`src/rtl/uart_tx_pkg.sv`:
```
// Shared UART definitions: FSM state encoding, parity modes and bit timing.
// Kept separate so the receive side can import the same constants.
package uart_tx_pkg;

    localparam int TICKS_PER_BIT = 16;

    localparam int PARITY_NONE = 0;
    localparam int PARITY_ODD  = 1;
    localparam int PARITY_EVEN = 2;

    typedef enum logic [2:0] {
        ST_IDLE   = 3'd0,
        ST_START  = 3'd1,
        ST_DATA   = 3'd2,
        ST_PARITY = 3'd3,
        ST_STOP   = 3'd4
    } tx_state_e;

    // Narrower words are zero-extended by the caller, which leaves the XOR unchanged.
    function automatic logic parity_bit(input logic [7:0] d, input int mode);
        logic x;
        x = ^d;
        if (mode == PARITY_ODD) begin
            return ~x;
        end else begin
            return x;
        end
    endfunction

endpackage

```
`src/rtl/uart_tx_fifo.sv`:
```
// Synchronous FIFO for the UART transmitter: push/pop with full/empty flags
// and a one-cycle overflow pulse when a push is refused.
module uart_tx_fifo #(
    parameter int WIDTH = 8,
    parameter int DEPTH = 4
) (
    input  logic             clk,
    input  logic             reset,
    input  logic             push,
    input  logic             pop,
    input  logic [WIDTH-1:0] din,
    output logic [WIDTH-1:0] dout,
    output logic             full,
    output logic             empty,
    output logic             overflow
);

    localparam int PW = $clog2(DEPTH);
    localparam int CW = PW + 1;

    logic [WIDTH-1:0] mem_q [DEPTH];
    logic [PW-1:0]    wr_q, wr_d, rd_q, rd_d;
    logic [CW-1:0]    cnt_q, cnt_d;
    logic             ovf_q, ovf_d;
    logic             do_push, do_pop;

    assign full     = (cnt_q == CW'(DEPTH));
    assign empty    = (cnt_q == {CW{1'b0}});
    assign dout     = mem_q[rd_q];
    assign overflow = ovf_q;

    // Next-state pointers and count; full is judged on the pre-edge count.
    always_comb begin
        do_push = push && !full;
        do_pop  = pop && !empty;
        wr_d    = do_push ? (wr_q + PW'(1)) : wr_q;
        rd_d    = do_pop  ? (rd_q + PW'(1)) : rd_q;
        cnt_d   = cnt_q + CW'(do_push) - CW'(do_pop);
        ovf_d   = push && full;
    end

    // Pointer/count/flag registers and storage write.
    always_ff @(posedge clk) begin
        if (reset) begin
            wr_q  <= {PW{1'b0}};
            rd_q  <= {PW{1'b0}};
            cnt_q <= {CW{1'b0}};
            ovf_q <= 1'b0;
        end else begin
            wr_q  <= wr_d;
            rd_q  <= rd_d;
            cnt_q <= cnt_d;
            ovf_q <= ovf_d;
            if (do_push) begin
                mem_q[wr_q] <= din;
            end
        end
    end

endmodule

```
`src/rtl/uart_tx.sv`:
```
// UART transmitter on the 16x-baud clock: FIFO-buffered bytes are sent as
// start bit, LSB-first data, optional parity and one or two stop bits.
module uart_tx
    import uart_tx_pkg::*;
#(
    parameter int DATA_BITS  = 8,
    parameter int PARITY     = 0,
    parameter int STOP_BITS  = 1,
    parameter int FIFO_DEPTH = 4
) (
    input  logic                 clkx16,
    input  logic                 reset,
    input  logic [DATA_BITS-1:0] data,
    input  logic                 load,
    output logic                 tx,
    output logic                 full,
    output logic                 busy,
    output logic                 done,
    output logic                 overflow
);

    localparam logic [3:0] LAST_TICK = 4'(TICKS_PER_BIT - 1);
    localparam logic [3:0] LAST_DATA = 4'(DATA_BITS - 1);
    localparam logic [3:0] LAST_STOP = 4'(STOP_BITS - 1);

    tx_state_e            state_q, state_d;
    logic [3:0]           tick_q, tick_d;
    logic [3:0]           bit_q, bit_d;
    logic [DATA_BITS-1:0] shreg_q, shreg_d;
    logic                 parity_q, parity_d;
    logic                 tx_q, tx_d;
    logic                 done_q, done_d;
    logic                 busy_q, busy_d;
    logic                 pop_s;
    logic                 tick_end_s;
    logic                 fifo_empty_s;
    logic [DATA_BITS-1:0] fifo_dout_s;

    uart_tx_fifo #(
        .WIDTH (DATA_BITS),
        .DEPTH (FIFO_DEPTH)
    ) u_fifo (
        .clk      (clkx16),
        .reset    (reset),
        .push     (load),
        .pop      (pop_s),
        .din      (data),
        .dout     (fifo_dout_s),
        .full     (full),
        .empty    (fifo_empty_s),
        .overflow (overflow)
    );

    assign tick_end_s = (tick_q == LAST_TICK);

    // Frame sequencing; tx is driven from the current state so it lags by one cycle.
    always_comb begin
        state_d  = state_q;
        tick_d   = tick_q;
        bit_d    = bit_q;
        shreg_d  = shreg_q;
        parity_d = parity_q;
        done_d   = 1'b0;
        pop_s    = 1'b0;
        case (state_q)
            ST_IDLE: begin
                tick_d = 4'd0;
                bit_d  = 4'd0;
                if (!fifo_empty_s) begin
                    pop_s    = 1'b1;
                    shreg_d  = fifo_dout_s;
                    parity_d = parity_bit(8'(fifo_dout_s), PARITY);
                    state_d  = ST_START;
                end else begin
                    state_d  = ST_IDLE;
                end
            end
            ST_START: begin
                tick_d = tick_q + 4'd1;
                if (tick_end_s) begin
                    state_d = ST_DATA;
                end else begin
                    state_d = ST_START;
                end
            end
            ST_DATA: begin
                tick_d = tick_q + 4'd1;
                if (tick_end_s) begin
                    shreg_d = shreg_q >> 1'b1;
                    if (bit_q == LAST_DATA) begin
                        bit_d   = 4'd0;
                        state_d = (PARITY != PARITY_NONE) ? ST_PARITY : ST_STOP;
                    end else begin
                        bit_d   = bit_q + 4'd1;
                    end
                end else begin
                    state_d = ST_DATA;
                end
            end
            ST_PARITY: begin
                tick_d = tick_q + 4'd1;
                if (tick_end_s) begin
                    state_d = ST_STOP;
                end else begin
                    state_d = ST_PARITY;
                end
            end
            ST_STOP: begin
                tick_d = tick_q + 4'd1;
                if (tick_end_s && (bit_q == LAST_STOP)) begin
                    done_d = 1'b1;
                    bit_d  = 4'd0;
                    // Chain straight into the next frame when one is waiting.
                    if (!fifo_empty_s) begin
                        pop_s    = 1'b1;
                        shreg_d  = fifo_dout_s;
                        parity_d = parity_bit(8'(fifo_dout_s), PARITY);
                        state_d  = ST_START;
                    end else begin
                        state_d  = ST_IDLE;
                    end
                end else if (tick_end_s) begin
                    bit_d = bit_q + 4'd1;
                end else begin
                    bit_d = bit_q;
                end
            end
            default: begin
                state_d = ST_IDLE;
                tick_d  = 4'd0;
                bit_d   = 4'd0;
            end
        endcase

        case (state_q)
            ST_IDLE:   tx_d = 1'b1;
            ST_START:  tx_d = 1'b0;
            ST_DATA:   tx_d = shreg_q[0];
            ST_PARITY: tx_d = parity_q;
            ST_STOP:   tx_d = 1'b1;
            default:   tx_d = 1'b1;
        endcase

        busy_d = (state_q != ST_IDLE) || !fifo_empty_s;
    end

    // FSM state, counters and registered outputs.
    always_ff @(posedge clkx16) begin
        if (reset) begin
            state_q  <= ST_IDLE;
            tick_q   <= 4'd0;
            bit_q    <= 4'd0;
            shreg_q  <= {DATA_BITS{1'b0}};
            parity_q <= 1'b0;
            tx_q     <= 1'b1;
            done_q   <= 1'b0;
            busy_q   <= 1'b0;
        end else begin
            state_q  <= state_d;
            tick_q   <= tick_d;
            bit_q    <= bit_d;
            shreg_q  <= shreg_d;
            parity_q <= parity_d;
            tx_q     <= tx_d;
            done_q   <= done_d;
            busy_q   <= busy_d;
        end
    end

    assign tx   = tx_q;
    assign done = done_q;
    assign busy = busy_q;

endmodule

```
`config.mk`:
```
export PLATFORM = sky130hd
export DESIGN_NAME = uart_tx
export DESIGN_NICKNAME = d
export VERILOG_FILES = /design/src/rtl/uart_tx_pkg.sv /design/src/rtl/uart_tx_fifo.sv /design/src/rtl/uart_tx.sv
export SDC_FILE = /design/constraint.sdc
export NUM_CORES = 1
export LEC_CHECK = 0
export CORE_MARGIN = 4
export CORE_UTILIZATION = 58
export DETAILED_ROUTE_END_ITERATION = 10
export PLACE_DENSITY = 0.86
export SLEW_MARGIN = 20
export SYNTH_ARGS = -nofsm -noshare
export SYNTH_HDL_FRONTEND = slang
export SYNTH_SLANG_ARGS = --single-unit
```
`constraint.sdc`:
```
create_clock -name clkx16 -period 2.9 [get_ports clkx16]
set_input_delay 0.29 -clock clkx16 [delete_from_list [all_inputs] [get_ports clkx16]]
set_output_delay 0.29 -clock clkx16 [all_outputs]
set_load 0.01 [all_outputs]
```
==> results.tsv <==
stage	metric	value	unit
outcome	status	complete, no violations	
sta	slew_headroom	0.6431	
yosys	avgSynthCellArea	11.86	um2
cells_and_area	final_common_cell	dfxtp_1	
min_path	hold_class	flop to flop	
floorplanning	fp.dieArea	6023	um2
critical_path	r2r-end	u_fifo.cnt_q[2]	
route	route.met2.wl	2.191	mm
yosys	syn_area	2810	um2
pwr	power.leakage	1.200	nW
cells_and_area	finish.utilization	0.6872	
critical_path	worstPathRequired	3.12	ns
floorplanning	start_util	0.5950	
yosys	seq_area_frac_synth	0.5770	
global_route	grt_max_degree	30	
floorplanning	rows	25	
cells_and_area	multi_input_comb_area	1100	um2
yosys	synth-simple-area-share	0.1532	
route	vias	1719	
yosys	synth-adder-area-share	0.04720	
pwr	power	2.898	mW
yosys	async_reset_ff_frac	0	
route	drtIter0Drc	80	
cells_and_area	fin_nets	279	
sta	rsz0062_at_grt	no	
sta	worstMarginPinSlew	0.5346	ns
route	vias_per_cell	5.209	
pwr	power.density	892.9	nW/um2
critical_path	crit_type	flop to flop	
placement	dp_hpwl	3.115	mm
floorplanning	ios	16	
yosys	ys.flop_type	dfxtp_1	
global_route	grt_pass1_wl	7.700	mm
route	wl_met1	2.046	mm
yosys	synth_xor_area_frac	0.04363	
cells_and_area	drive_above_1_share	0.1331	
cts	htree_levels	3	
yosys	synth_top_family_by_area	simple AND/OR/NAND/NOR gates	
sta	slew_violations	0	
route	routed_wl	4.531	mm
sta	min_period_over_period	0.9366	
route	top_layer	met4	
critical_path	cp-start-kind	flop	
yosys	yosysUniqueCellTypes	40	
yosys	synth_cells	237	
global_route	grt_usage	0.1698	
cells_and_area	fill_cells	331	
floorplanning	coreArea	4723	um2
placement	numPortBuffers	15	
cells_and_area	layout_common_cells	33 x dfxtp_1, 32 x nand2_1, 32 x edfxtp_1, 26 x nor2_1, 15 x clkdlybuf4s50_1	
cts	cts_root_buffer	clkbuf_8	
cts	cts_sinks	65	
critical_path	rr_worst_depth	13	
yosys	syn_nets	258	
critical_path	crit_path_end	u_fifo.cnt_q[2]	
cts	clock_latency	0.34	ns
yosys	synth-edff-count	32	
run	drv_cap	0	
sta	whs	0.4577	ns
critical_path	arrival	2.94	ns
sta	finalSetupTns	0	ns
cells_and_area	diodes	0	
global_route	antenna_found_initial	0	
route	dr_wl_met3	193	um
floorplanning	die_x	77.61	um
sta	fin_skew	0.007536	ns
pwr	peakVddDrop	502.1	uV
cells_and_area	area_growth	15.49	%
route	route.detailed.drc	0	
cts	numCtsBuffers	9	
critical_path	critPathMaxFanout	4	
yosys	yosysWarnings	0	
sta	fmax	0.3682	GHz
yosys	ys_ff_latch	65	
route	drt_pre_antenna_iters	4	
sta	final_hold_viol_count	0	
sta	min_period	2.716	ns
global_route	gr-total-overflow	0	
critical_path	reg2reg_slack	0.18	ns
cts	cts_tree	done	
global_route	grt_pass1_vias	1652	
placement	gp_congestion	0.7321	
critical_path	crit_start	bit_q[0]	
cells_and_area	seqCellArea	1622	um2
sta	finalSetupViolCount	0	
route	drtAntennaViolNets	0	
floorplanning	die_h	77.61	um
cts	clkTransAtPathRegs	0.07	ns
critical_path	r2r-start	bit_q[0]	
yosys	synth_compound_area_frac	0.05476	
route	wl_per_cell	13.73	um
cts	cts_buffer_depth	2	
yosys	muxShareOfSynthArea	0.09261	
critical_path	crit_path_end_kind	flop	
[critical path, cell delays in order, from the launching register on]
cell	delay [ns]
dfxtp_1	0.34
inv_1	0.08
ha_1	0.13
or3b_1	0.40
or2_1	0.30
a21oi_4	0.16
ha_1	0.24
inv_1	0.06
ha_1	0.13
inv_1	0.04
fa_1	0.37
xor2_1	0.16
xnor2_1	0.13
nor2_1	0.05
[synthesized netlist by cell type (all sizes together), types with 2 or more instances]
cell	n	share of area
mux4	8	0.064
ha	9	0.040
edfxtp	32	0.34
clkbuf	3	0.0045
or2	2	0.0045
or3b	4	0.012
a21oi	11	0.024
mux2i	8	0.028
inv	11	0.015
a31oi	2	0.0045
o21ai	7	0.016
nor3b	5	0.015
and2	4	0.0089
buf	6	0.012
xor2	3	0.0094
nor2	26	0.035
nand2	32	0.043
xnor2	11	0.034
dfxtp	33	0.24
nor3	4	0.0071
nand3	6	0.012
[state kept, by name, summed over array words and instances (netlist names), named ones only]
register         cells
done                 1
u_fifo.overflow      1
u_fifo.cnt_q         3
u_fifo.wr_q          2
busy                 1
tx                   1
u_fifo.rd_q          2
parity_q             1
state_q              3
bit_q                4
tick_q               4
shreg_q              8
u_fifo.mem_q        32
[area by class of cell]
| class | count | area share |
|---|---|---|
| Inverter | 11 | 0.01272 |
| Sequential cell | 65 | 0.4996 |
| Clock inverter | 7 | 0.02930 |
| Timing Repair Buffer | 19 | 0.05551 |
| Multi-Input combinational cell | 152 | 0.3389 |
| Tap cell | 67 | 0.02583 |
| Clock buffer | 9 | 0.03817 |
[metal layers]
metal	GRT usage	up-vias
met1	0.2072	814
met2	0.2654	27
met5	0	-
li1	-	869
met3	0.06032	9
met4	0.08541	0
[through the flow]
step,setup WS (ns),instances,area [um2]
floorplan,0.2726,237,2810
global placement,0.2001,313,3019
detailed placement,0.1176,313,3019
CTS,0.1069,329,3238
global route,0.02314,330,3246
finish,0.1839,330,3246
[worst min path at each step]
stage / from / endpoint / slack, ns / cells past startpoint
3_3_place_gp: tick_q[0] / tick_q[0] / 0.43 / 1
4_1_cts: shreg_q[7] / shreg_q[7] / 0.46 / 2
6_report: tick_q[0] / tick_q[0] / 0.46 / 1
5_1_grt: shreg_q[7] / shreg_q[7] / 0.47 / 2
3_5_place_dp: tick_q[0] / tick_q[0] / 0.44 / 1
2_1_floorplan: data[0] / u_fifo.mem_q[0][0] / 0.39 / 0
[cells by family after synthesis]
group	Yosys count
buf+inv	20
fa+ha+maj	10
xor+xnor	14
compound gates	23
simple gates	89
mux	16
flops	65
[power breakdown]
part	total [mW]	leakage, nW	switching, mW	internal [mW]
Sequential	1.20	0.561	0.0993	1.10
Clock	0.834	0.0991	0.352	0.481
Combinational	0.863	0.540	0.422	0.442
[timing repair]
| action | 4_1_cts | 5_1_grt |
|---|---|---|
| resized for setup | 0 | 0 |
| endpoints found under the setup margin | 0 | 1 |
| hold buffers | 0 | 0 |
| setup buffers | 0 | 1 |
(Power assumes the default switching activity.)
